[src/rtl/link_frame_scheduler.sv]
// link_frame_scheduler: round-robin arbiter feeding a framed serializer (sync 1010, payload MSB-first, idle gap).
// Define LINK_PARITY_EN to compile in the PAR state, which appends one even-parity bit after the payload.
module link_frame_scheduler #(
  parameter int NUM_REQ   = 4,
  parameter int PAYLOAD_W = 32,
  parameter int GAP_BITS  = 2
) (
  input  logic                         t_clk,
  input  logic                         rst_n,
  input  logic [NUM_REQ-1:0]           req,
  input  logic [NUM_REQ*PAYLOAD_W-1:0] payload,
  output logic [NUM_REQ-1:0]           gnt,
  output logic                         busy,
  output logic                         data_out,
  output logic                         frame_done,
  output logic [$clog2(NUM_REQ)-1:0]   last_src
);
  localparam int SRC_W = $clog2(NUM_REQ);
  localparam int CNT_W = $clog2(PAYLOAD_W) + 1;

`ifdef LINK_PARITY_EN
  typedef enum logic [2:0] {IDLE, SYNC, DATA, PAR, GAP} state_t;
`else
  typedef enum logic [2:0] {IDLE, SYNC, DATA, GAP} state_t;
`endif

  state_t               state, state_n;
  logic [CNT_W-1:0]     bit_cnt, bit_cnt_n;
  logic [PAYLOAD_W-1:0] shift_reg, shift_n;
  logic [SRC_W-1:0]     ptr, ptr_n;
  logic [NUM_REQ-1:0]   gnt_n;
  logic                 busy_n, data_n, fd_n;
  logic [SRC_W-1:0]     last_src_n;
  logic [SRC_W-1:0]     winner, scan_idx;
  logic                 found;
  logic [PAYLOAD_W-1:0] win_payload;
`ifdef LINK_PARITY_EN
  logic                 par_bit, par_n;
`endif

  // Round-robin search starting at the pointer; first active requester wins.
  always_comb begin
    found       = 1'b0;
    winner      = '0;
    scan_idx    = '0;
    win_payload = '0;
    for (int k = 0; k < NUM_REQ; k++) begin
      scan_idx = SRC_W'((int'(ptr) + k) % NUM_REQ);
      if (!found && req[scan_idx]) begin
        found  = 1'b1;
        winner = scan_idx;
      end
    end
    for (int i = 0; i < NUM_REQ; i++) begin
      if (winner == SRC_W'(i)) win_payload = payload[i*PAYLOAD_W +: PAYLOAD_W];
    end
  end

  // Outputs are registered: each state computes what the link shows in the following cycle.
  always_comb begin
    state_n    = state;
    bit_cnt_n  = bit_cnt;
    shift_n    = shift_reg;
    ptr_n      = ptr;
    gnt_n      = '0;
    busy_n     = busy;
    data_n     = 1'b0;
    fd_n       = 1'b0;
    last_src_n = last_src;
`ifdef LINK_PARITY_EN
    par_n      = par_bit;
`endif
    case (state)
      IDLE: begin
        busy_n = 1'b0;
        if (found) begin
          state_n    = SYNC;
          bit_cnt_n  = '0;
          shift_n    = win_payload;
          gnt_n      = NUM_REQ'(1) << winner;
          last_src_n = winner;
          ptr_n      = (winner == SRC_W'(NUM_REQ - 1)) ? '0 : winner + 1'b1;
          busy_n     = 1'b1;
          data_n     = 1'b1;
`ifdef LINK_PARITY_EN
          par_n      = ^win_payload;
`endif
        end
      end
      SYNC: begin
        if (bit_cnt == CNT_W'(3)) begin
          state_n   = DATA;
          bit_cnt_n = '0;
          data_n    = shift_reg[PAYLOAD_W-1];
          shift_n   = shift_reg << 1;
        end else begin
          bit_cnt_n = bit_cnt + 1'b1;
          data_n    = bit_cnt[0];
        end
      end
      DATA: begin
        if (bit_cnt == CNT_W'(PAYLOAD_W - 1)) begin
          bit_cnt_n = '0;
`ifdef LINK_PARITY_EN
          state_n   = PAR;
          data_n    = par_bit;
`else
          state_n   = GAP;
          fd_n      = 1'b1;
`endif
        end else begin
          bit_cnt_n = bit_cnt + 1'b1;
          data_n    = shift_reg[PAYLOAD_W-1];
          shift_n   = shift_reg << 1;
        end
      end
`ifdef LINK_PARITY_EN
      PAR: begin
        state_n   = GAP;
        bit_cnt_n = '0;
        fd_n      = 1'b1;
      end
`endif
      GAP: begin
        if (bit_cnt == CNT_W'(GAP_BITS - 1)) begin
          state_n   = IDLE;
          bit_cnt_n = '0;
          busy_n    = 1'b0;
        end else begin
          bit_cnt_n = bit_cnt + 1'b1;
        end
      end
      default: state_n = IDLE;
    endcase
  end

  always_ff @(posedge t_clk or negedge rst_n) begin
    if (!rst_n) begin
      state      <= IDLE;
      bit_cnt    <= '0;
      shift_reg  <= '0;
      ptr        <= '0;
      gnt        <= '0;
      busy       <= 1'b0;
      data_out   <= 1'b0;
      frame_done <= 1'b0;
      last_src   <= '0;
`ifdef LINK_PARITY_EN
      par_bit    <= 1'b0;
`endif
    end else begin
      state      <= state_n;
      bit_cnt    <= bit_cnt_n;
      shift_reg  <= shift_n;
      ptr        <= ptr_n;
      gnt        <= gnt_n;
      busy       <= busy_n;
      data_out   <= data_n;
      frame_done <= fd_n;
      last_src   <= last_src_n;
`ifdef LINK_PARITY_EN
      par_bit    <= par_n;
`endif
    end
  end

endmodule

[config.mk]
export PLATFORM = sky130hd
export DESIGN_NAME = link_frame_scheduler
export DESIGN_NICKNAME = d
export VERILOG_FILES = /design/src/rtl/link_frame_scheduler.sv
export SDC_FILE = /design/constraint.sdc
export NUM_CORES = 1
export LEC_CHECK = 0
export ABC_AREA = 0
export CORE_MARGIN = 2
export CORE_UTILIZATION = 35
export DETAILED_ROUTE_END_ITERATION = 8
export PLACE_DENSITY = 0.66
export SLEW_MARGIN = 20
export SYNTH_ARGS = -nofsm -noshare
export SYNTH_HDL_FRONTEND = slang
export SYNTH_SLANG_ARGS = --single-unit
[constraint.sdc]
create_clock -name t_clk -period 5.3 [get_ports t_clk]
set_clock_uncertainty 0.15 [all_clocks]
set_input_delay 0.53 -clock t_clk [delete_from_list [all_inputs] [get_ports t_clk]]
set_output_delay 0.53 -clock t_clk [all_outputs]
set_load 0.05 [all_outputs]
; ---- Word level (Yosys, flattened, before mapping)
; Cells that the tools add are included.
[word_totals]
regBits = 52
[op_classes]
addsub = 5
magnitude_cmp = 4
n_eq_ne = 14
n_shift = 1
muxes = 45
reduce_logical = 16
[op_table]
columns = operator, count
row1 = 32-bit 2-to-1 mux, 7
row2 = 32-bit case mux with 3 select lines, 1
row3 = 6-bit 2-to-1 mux, 4
row4 = 6-bit case mux with 4 select lines, 1
row5 = 1-bit 2-to-1 mux, 14
row6 = "2-bit by 3-bit less-than comparator with 1-bit output, second input constant", 4
row7 = 3-bit 2-to-1 mux, 4
row8 = 3-bit case mux with 4 select lines, 1
row9 = 2-bit 2-to-1 mux, 5
row10 = "2-bit inequality test, second input constant", 5
row11 = 1-bit binary-select mux with 2-bit select, 4
row12 = 4-bit 2-to-1 mux, 2
row13 = 4-bit AND reduction, 2
row14 = "6-bit by 1-bit adder with 6-bit output, second input constant", 1
row15 = "3-bit by 2-bit equality test with 1-bit output, second input constant", 2
row16 = "6-bit by 1-bit equality test with 1-bit output, second input constant", 1
row17 = "6-bit by 2-bit equality test with 1-bit output, second input constant", 1
row18 = "6-bit by 5-bit equality test with 1-bit output, second input constant", 1
row19 = 2-bit AND reduction, 3
row20 = "2-bit by 1-bit adder with 2-bit output, second input constant", 2
row21 = "2-bit adder, second input constant", 2
row22 = "2-bit equality test, second input constant", 2
row23 = 4-bit nonzero test, 1
row24 = "1-bit by 2-bit << shifter with 4-bit output, first input constant", 1
row25 = other kinds (10), 14

; ---- Logic depth before layout (Yosys ltp)
; Gate-level depths: netlist of the first run.
[depth]
depth_word = 19
ltp_mapped = 11
mapped_depth_nobuf = 9

; ---- Worst setup path after synthesis of the first run
; Ideal clock, no wire load.
[synth_timing]
kind = input to register
from = input port req[2]
to = register shift_reg[27]
setup_ns = 0.065
arrival_time_ns = 2.496
t_required_ns = 5.085
path_slack_ns = 2.589
path_stages = 10
cell_sequence = mux2i_1 nor2_1 nor4_1 ha_1 clkbuf_1 clkbuf_1 a21oi_1 a221o_1 a21oi_1 mux2_2
[synth_via]
elab_chain_cells = 19
word_cells_on_any_way = 34
classes_between = eq/ne (4) / mux (22) / reduce/logical (8)
[synth_lines]
columns = element, line
row1 = "start, declared", 10  ; input logic [NUM_REQ-1:0] req,
row2 = 1-bit binary-select mux with 2-bit select, 49  ; if (!found && req[scan_idx]) begin
row3 = 1-bit 2-to-1 mux (not written as such), 49
row4 = 1-bit 2-to-1 mux, 49
row5 = 1-bit logical NOT, 49
row6 = 1-bit logical AND, 49
row7 = 1-bit 2-to-1 mux, 49
row8 = 1-bit logical NOT, 49
row9 = 1-bit logical AND, 49
row10 = [... 2 more ...], n/a
row11 = 1-bit logical AND, 49
row12 = 2-bit 2-to-1 mux *, 49
row13 = net winner[0], 34  ; logic [SRC_W-1:0] winner, scan_idx;
row14 = 2-bit logical NOT, 55  ; if (winner == SRC_W'(i)) win_payload = payload[i*PAYLOAD_W +: PAYLOAD_W];
row15 = 32-bit 2-to-1 mux (3 in a row), 55
row16 = 32-bit 2-to-1 mux *, 55
row17 = 32-bit 2-to-1 mux *, 76  ; if (found) begin
row18 = 32-bit case mux with 3 select lines *, 73  ; case (state)
row19 = "end signal, assigned", 154  ; shift_reg <= shift_n;
row20 = "end, declared", 29  ; logic [PAYLOAD_W-1:0] shift_reg, shift_n;
; The timed path passes the listed nets; every way through them passes the cells marked *. The select of a mux whose other input is x is not followed.
; A chain may end at the register's enable or synchronous reset.

; ---- Worst setup path in the final report of the first run
[layout_timing]
from = input port req[2]
to = register shift_reg[0]
; Same word-level chain as after synthesis.

==> results.yml, run 1 <==
route:
  drt_iter0_drc: 144
  drc: 0
  vias_per_cell: 5.33
  wire_per_inst_microns: 15.0
  dr_total_vias: 3706
  antenna_left: 0
  wirelength_microns: 10400
  firstDrtPassIters: 4
timing:
  hold_violations: 0
  layout_worst_path_cycle_share_pct: 70.8
  fmax_mhz: 267
  final.setup.tns_ns: 0
  worstMarginPinSlew_ns: 1.04
  drv_slew: 0
  finalSetupViolations: 0
  slew_headroom_pct: 30.5
  rsz0062_at_grt: "no"
  setup_ws_ns: 1.55
  min_period_ns: 3.75
yosys:
  syn_area_per_cell_sq_um: 8.77
  synth_xor_area_share_pct: 0.457
  syn_inst: 437
  synth_compound_area_share_pct: 26.2
  seq_area_frac_synth_pct: 33.3
  synthMuxAreaShare_pct: 10.3
  syn_nets: 582
  async_flop_share_pct: 100
  syn_area_sq_um: 3830
  synthSimpleGateAreaFrac_pct: 17.9
  synth_top_family_by_area: "compound AO/OA/AOI/OAI gates"
  synth_cell_types: 42
  yosysWarnings: 0
  ys.flop_type: "dfrtp_1"
  synth_edf_count: 0
  synth-adder-area-share_pct: 3.59
  yosys_register_bits: 51
clock_network:
  cts_root_buffer: "clkbuf_8"
  cts.clk_slew.worst_paths_ns: 0.10
  cts_made_buffers: 5
  postCtsSetupRepairBufs: 0
  clk_latency_ns: 0.31
  postCtsResizedCells: 0
  cts_tree: "done"
  hold_buffers: 0
  cts.sinks: 51
  cts-htree-levels: 2
  cts.path.max_buffers: 2
place:
  dpl.hpwl_microns: 7350
  place.gp.congestion: 0.873
  io_buffers: 142
  post-place-ws_ns: 1.44
  placed_area_sq_um: 5310
finish:
  layout-drive-gt1-share_pct: 10.5
  syn_to_final_growth_pct: 42.6
  finalNetCount: 699
  antenna_cells: 0
  multiInputGateArea_sq_um: 2270
  postLayoutCellArea_sq_um: 5470
  n_fill_cell: 1060
  largest_reg_flops: 32
  register_area_sq_um: 1280
floorplan:
  die_y_microns: 109
  io_pins: 143
  die_w_microns: 109
  floorplan.rows: 38
  dieArea_sq_um: 11800
  core_sq_um: 10700
  start_util_pct: 35.7
worst_setup_path:
  worst-r2r-cell-count: 8
  path_class: "in -> reg"
  cpMaxStageDelayCell: "ha_2"
  critPathLaunchType: "primary input"
  end_kind: "flop"
  worstPathCellList: "clkdlybuf4s50_1 -> mux2i_1 -> nor2_1 -> nor4_1 -> ha_2 -> a21oi_1 -> a221o_1 -> a21oi_1 -> mux2_2"
  slowest_delay_ns: 1.03
  required_ns: 5.39
  cp_max_fo: 65
  cp.arrival_ns: 3.84
  crit_top_cell: "a21oi_1"
power:
  p_leak_nw: 2.21
  worst_ir_drop_vdd_v: 0.000296
  powerDensity_nw_per_um2: 558
grt:
  antenna_found_initial: 0
  grt_max_degree: 66
  grt_util_all_layers_pct: 17.7
  grt_pass1_vias: 3704
  grt_pass1_wl_microns: 16800
  gr-total-overflow: 0
hold_path:
  hold_class: "in -> async"
run_status:
  outcome: "completed"
job:
  timing.max_cap.violations: 0
-- worst max-delay path, delay by kind of cell --
| family | cells | cell delay [ns] |
|---|---|---|
| AOI/OAI and AO/OA | 3 | 0.68 |
| and+or+nand+nor | 2 | 0.75 |
| muxes | 2 | 0.35 |
| buffers and inverters | 1 | 0.49 |
| adders and majority gates | 1 | 1.03 |
-- through the flow --
step / cells / hold slack, ns / util, % / total power [mW]
3_3_place_gp: 687 / 0.322 / 49.4 / 2.67
2_1_floorplan: 437 / 0.0844 / - / 2.27
6_report: 695 / 0.164 / 50.9 / 3.05
3_5_place_dp: 687 / 0.324 / 49.4 / 2.73
5_1_grt: 695 / 0.220 / 50.9 / 3.33
4_1_cts: 695 / 0.193 / 50.7 / 3.07
-- Yosys cell counts, types with 3 or more instances --
cell      number  area (sq um)
a21oi_1      104           521
dfrtp_1       51          1280
inv_1         40           150
a221o_1       33           330
nor2b_1       33           206
mux2_2        32           360
nand3b_1      32           240
clkbuf_1      28           105
ha_1          11           138
nand2_1       10          37.5
and2_1         6          37.5
o21ai_0        6          30.0
buf_1          5          18.8
nor2_1         4          15.0
buf_6          3          33.8
nand2b_1       3          18.8
nor3_1         3          15.0
nor4_1         3          18.8
-- final timing paths --
check / from / endpoint / slack, ns
worst max-delay path: req[2] / shift_reg[0]$_DFFE_PN0P_ / 1.55
worst min-delay path: rst_n / bit_cnt[5]$_DFFE_PN0P_ / 0.16
worst max register to register: ptr[1]$_DFFE_PN0P_ / shift_reg[0]$_DFFE_PN0P_ / 1.75
worst min register to register: last_src[0]$_DFFE_PN0P_ / last_src[0]$_DFFE_PN0P_ / 0.34
max in group asynchronous: rst_n / shift_reg[10]$_DFFE_PN0P_ / 4.36
min in group t_clk: last_src[0]$_DFFE_PN0P_ / last_src[0]$_DFFE_PN0P_ / 0.34
-- per-layer routing --
layer	vias up	wire length, microns	share of wire [%]	global-route usage [%]
li1	1804	-	-	-
met1	1772	4390	42	20.2
met2	115	5140	49	32.6
met3	15	750	7.2	4.96
met4	0	165	1.6	4.03
met5	-	0	0	0
-- cells in the final DEF, fill, tap and decap left out, types with 3 or more instances in the layout --
cell type          n
o21ai_0            6
nor3_1             3
nand2b_1           3
a21oi_1          104
clkdlybuf4s50_1  141
dfrtp_1           51
a221o_1           33
nor2b_1           33
mux2_2            32
ha_1               7
clkbuf_8           5
nand2_1           10
buf_4              5
nor4_1             3
nand3b_1          32
inv_1             40
nor2_1             4
and2_1             6
-- layout make-up --
type | instances | area share (%)
well taps | 140 | 3.21
repair buffers | 147 | 26.6
clock inverters | 3 | 1.24
inverters | 40 | 2.75
multi-input cells | 309 | 41.6
flip-flops and latches | 51 | 23.4
clock buffers | 5 | 1.26
-- cells by family after synthesis --
| group | after synthesis |
|---|---|
| DFF | 51 |
| and+or+nand+nor | 103 |
| AOI/OAI and AO/OA | 158 |
| buffers and inverters | 77 |
| muxes | 35 |
| xor gates and xnor gates | 2 |
| adders and majority gates | 11 |
-- report_power, final --
part | leakage, nW | internal, mW | switching [mW] | total (mW)
logic | 1.52 | 1.03 | 1.02 | 2.04
clock network | 0.0644 | 0.188 | 0.133 | 0.321
registers | 0.621 | 0.581 | 0.103 | 0.684
total | 2.21 | 1.80 | 1.25 | 3.05
Note: power is estimated with default switching activity, not from simulation.
==> run 2, diff against run 1 <==
Settings changed: PLACE_DENSITY 0.66 to 0.68.
Clock period 5.3 ns to 3.34 ns, I/O delays scaled along.
==> results.yml, run 2 (synthesized netlist as in run 1, its figures left out) <==
timing:
  worstMarginPinSlew_ns: 0.927
  min_period_ns: 2.92
  final.setup.tns_ns: 0
  setup_ws_ns: 0.416
  finalSetupViolations: 0
  drv_slew: 0
  layout_worst_path_cycle_share_pct: 87.5
  hold_violations: 0
  rsz0062_at_grt: "no"
  slew_headroom_pct: 38.2
  fmax_mhz: 342
job:
  timing.max_cap.violations: 0
floorplan:
  io_pins: 143
  die_w_microns: 109
  dieArea_sq_um: 11800
  die_y_microns: 109
  start_util_pct: 35.7
  core_sq_um: 10700
  floorplan.rows: 38
clock_network:
  cts_tree: "done"
  hold_buffers: 0
  cts.path.max_buffers: 2
  postCtsSetupRepairBufs: 0
  cts.clk_slew.worst_paths_ns: 0.09
  clk_latency_ns: 0.30
  cts_root_buffer: "clkbuf_8"
  cts.sinks: 51
  cts-htree-levels: 2
  cts_made_buffers: 5
  postCtsResizedCells: 0
finish:
  layout-drive-gt1-share_pct: 11.9
  syn_to_final_growth_pct: 44.7
  antenna_cells: 0
  largest_reg_flops: 32
  mostFrequentLayoutCells: "141 x clkdlybuf4s50_1, 104 x a21oi_1, 51 x dfrtp_1, 40 x inv_1"
  finalNetCount: 708
  n_fill_cell: 1044
  final_common_cell: "clkdlybuf4s50_1"
route:
  antenna_left: 0
  firstDrtPassIters: 5
  drc: 0
  wl_met1_microns: 4590
  wl_met3_microns: 669
  wl_met2_microns: 5300
  drt_iter0_drc: 125
  dr_total_vias: 3731
  wire_per_inst_microns: 15.1
  vias_per_cell: 5.30
  wirelength_microns: 10700
  maxUsedRoutingLayer: "met4"
worst_setup_path:
  cp_max_fo: 24
  cp.arrival_ns: 2.97
  critPathLaunchType: "flop"
  path_class: "reg -> reg"
  path_delay_family: "simple AND/OR/NAND/NOR gates"
  slowest_delay_ns: 0.60
  r2r-start: "bit_cnt[0]$_DFFE_PN0P_"
  worstSetupStartpoint: "bit_cnt[0]$_DFFE_PN0P_"
  worstPathCellList: "ha_1 -> and3_2 -> and3_1 -> nor4_4 -> buf_4 -> mux2_2"
  end_kind: "flop"
  required_ns: 3.38
  cpMaxStageDelayCell: "nor4_4"
  cp_num_buf_inv: 1
grt:
  grt_util_all_layers_pct: 18.3
  grt_pass1_wl_microns: 17400
  grt_pass1_vias: 3747
  grt_max_degree: 57
  gr-total-overflow: 0
  antenna_found_initial: 0
power:
  pwr-share-clk_pct: 9.2
  seq_power_share_pct: 22.2
  switching_share_pct: 41.0
  internal-power_mw: 2.88
  worst_ir_drop_vdd_v: 0.000346
  p_switching_mw: 2.00
  powerDensity_nw_per_um2: 880
  combPwrFrac_pct: 68.6
  p_leak_nw: 2.26
hold_path:
  hold_class: "in -> async"
place:
  post-place-ws_ns: 0.282
  place.gp.congestion: 0.851
  dpl.hpwl_microns: 7840
  io_buffers: 142
run_status:
  outcome: "completed"
-- run 2: power groups by stage --
| stage | Clock [mW] | Sequential [mW] | Combinational, mW |
|---|---|---|---|
| after floorplan | 0 | 1.18 | 2.43 |
| after global routing | 0.486 | 1.12 | 3.74 |
| after global placement | 0 | 1.09 | 3.30 |
| final | 0.448 | 1.08 | 3.35 |
| after CTS | 0.465 | 1.08 | 3.38 |
| after detailed placement | 0 | 1.10 | 3.36 |
-- run 2: through the flow --
stage	std cells	area (sq um)	utilization [%]	hold WS, ns	total power [mW]
final	704	5540	51.6	0.0150	4.88
after global routing	704	5540	51.6	0.0817	5.35
after CTS	704	5540	51.6	0.0441	4.93
after detailed placement	696	5430	50.5	0.332	4.46
after global placement	696	5430	50.5	0.319	4.39
after floorplan	437	3830	-	-0.112	3.61
-- run 2: final timing paths --
check,to,slack (ns),depth (start not counted)
min in group t_clk,last_src[0]$_DFFE_PN0P_,0.34,1
worst max-delay path,shift_reg[1]$_DFFE_PN0P_,0.42,6
worst max register to register,shift_reg[1]$_DFFE_PN0P_,0.42,6
worst min-delay path,bit_cnt[1]$_DFFE_PN0P_,0.02,1
worst min register to register,last_src[0]$_DFFE_PN0P_,0.34,1
max in group asynchronous,shift_reg[30]$_DFFE_PN0P_,2.31,2
-- run 2: final cells by class --
cell class              count  area [sq um]  share of cell area [%]
clock buffers               6          82.6                    1.49
clock inverters             2          35.0                   0.632
inverters                  40           150                    2.71
multi-input cells         309          2250                    40.6
flip-flops and latches     51          1280                    23.0
well taps                 140           175                    3.16
repair buffers            156          1570                    28.3
-- run 2: metal layers --
metal / vias up / track usage [%]
met5: - / 0
met4: 0 / 3.94
met3: 8 / 4.12
met2: 106 / 32.8
met1: 1794 / 22.3
li1: 1823 / -
==> run 3, diff against run 2 <==
Settings changed: CELL_PAD_IN_SITES_DETAIL_PLACEMENT set to 0, CELL_PAD_IN_SITES_GLOBAL_PLACEMENT set to 1, CORE_UTILIZATION 35 to 30, GPL_ROUTABILITY_DRIVEN set to 0, PLACE_DENSITY 0.68 to not set, PLACE_DENSITY_LB_ADDON set to 0.1.
==> results.yml, run 3 (synthesized netlist as in run 1, its figures left out) <==
finish:
  final_common_cell: "clkdlybuf4s50_1"
  largest_reg_flops: 32
  antenna_cells: 0
  mostFrequentLayoutCells: "141 x clkdlybuf4s50_1, 104 x a21oi_1, 51 x dfrtp_1, 40 x inv_1"
  layout-drive-gt1-share_pct: 11.4
  final_cells: 733
  syn_to_final_growth_pct: 47.0
  finalNetCount: 706
worst_setup_path:
  worstSetupStartpoint: "bit_cnt[0]$_DFFE_PN0P_"
  end_kind: "flop"
  worstPathCellList: "ha_1 -> and3_2 -> and3_1 -> nor4_4 -> buf_4 -> mux2_2"
  r2r_end: "shift_reg[8]$_DFFE_PN0P_"
  rrSetupSlack_ns: 0.44
  cp_num_buf_inv: 1
  crit_end: "shift_reg[8]$_DFFE_PN0P_"
  path_class: "reg -> reg"
  critPathLaunchType: "flop"
  r2r-start: "bit_cnt[0]$_DFFE_PN0P_"
  cp.depth: 6
  slowest_delay_ns: 0.56
  required_ns: 3.36
  cp.arrival_ns: 2.92
  cp_max_fo: 26
  worst-r2r-cell-count: 6
  path_delay_family: "simple AND/OR/NAND/NOR gates"
  cpMaxStageDelayCell: "nor4_4"
timing:
  final.setup.tns_ns: 0
  min_period_ns: 2.90
  hold_violations: 30
  rsz0062_at_grt: "no"
  fmax_mhz: 345
  worstMarginPinSlew_ns: 0.771
  fin_hold_ws_ns: -0.0296
  finalSetupViolations: 0
  drv_slew: 0
  layout_worst_path_cycle_share_pct: 86.7
  slew_headroom_pct: 48.6
power:
  powerDensity_nw_per_um2: 888
  p_leak_nw: 2.28
  worst_ir_drop_vdd_v: 0.000429
place:
  dpl.hpwl_microns: 8060
  dp_cells: 726
  io_buffers: 142
hold_path:
  hold_class: "in -> async"
floorplan:
  io_pins: 143
  core_sq_um: 12600
  floorplan.rows: 41
  die_w_microns: 117
  dieArea_sq_um: 13700
  die_y_microns: 117
  start_util_pct: 30.5
clock_network:
  cts-htree-levels: 2
  postCtsResizedCells: 0
  hold_buffers: 0
  postCtsSetupRepairBufs: 0
  cts.clk_slew.worst_paths_ns: 0.07
  cts_root_buffer: "clkbuf_16"
  clk_latency_ns: 0.29
  cts.path.max_buffers: 2
  cts.sinks: 51
  cts_made_buffers: 5
  cts_tree: "done"
grt:
  grt_util_all_layers_pct: 16.3
  gr-total-overflow: 0
  grt_max_degree: 66
  antenna_found_initial: 0
  grt_pass1_wl_microns: 17800
  grt_pass1_vias: 3661
route:
  drt_iter0_drc: 226
  drc: 0
  vias_per_cell: 4.97
  firstDrtPassIters: 4
  wirelength_microns: 11300
  wire_per_inst_microns: 15.4
  antenna_left: 0
  dr_total_vias: 3642
job:
  timing.max_cap.violations: 0
run_status:
  violations: "hold timing"
  outcome: "finished with violations"
[run 3: per-stage QoR]
| stage | setup WS, ns | util, % | total power [mW] | instance area, sq um |
|---|---|---|---|---|
| after global placement | 0.238 | 43.7 | 4.47 | 5490 |
| after detailed placement | 0.233 | 43.7 | 4.54 | 5490 |
| final | 0.443 | 44.8 | 5.00 | 5630 |
| after global routing | 0.314 | 44.8 | 5.47 | 5630 |
| after CTS | 0.408 | 44.8 | 5.08 | 5630 |
| after floorplan | 0.692 | - | 3.61 | 3830 |
[run 3: report_power, final]
group	total [mW]	internal, mW	switching (mW)
logic	3.40	1.75	1.65
registers	1.08	0.924	0.159
clock network	0.518	0.293	0.225
total	5.00	2.96	2.04
[run 3: cell type report]
type	instances	area [sq um]
Clock buffer	6	139
Clock inverter	1	5.00
Fill cell	1262	6940
Inverter	40	150
Multi-Input combinational cell	309	2250
Sequential cell	51	1280
Tap cell	172	215
Timing Repair Buffer	154	1590
[run 3: worst min-delay path by stage]
| stage | to | startpoint |
|---|---|---|
| 6_report | shift_reg[2]$_DFFE_PN0P_ | rst_n |
| 5_1_grt | data_out$_DFF_PN0_ | rst_n |
| 4_1_cts | shift_reg[2]$_DFFE_PN0P_ | rst_n |
| 3_5_place_dp | shift_reg[2]$_DFFE_PN0P_ | rst_n |
| 3_3_place_gp | shift_reg[2]$_DFFE_PN0P_ | rst_n |
| 2_1_floorplan | bit_cnt[0]$_DFFE_PN0P_ | rst_n |
[run 3: layer usage]
| layer | vias up | share of wire (%) | global-route usage [%] |
|---|---|---|---|
| li1 | 1821 | - | - |
| met2 | 93 | 49 | 28.0 |
| met1 | 1723 | 44 | 20.9 |
| met4 | 0 | 0.67 | 3.45 |
| met3 | 5 | 6.7 | 4.17 |
| met5 | - | 0 | 0 |
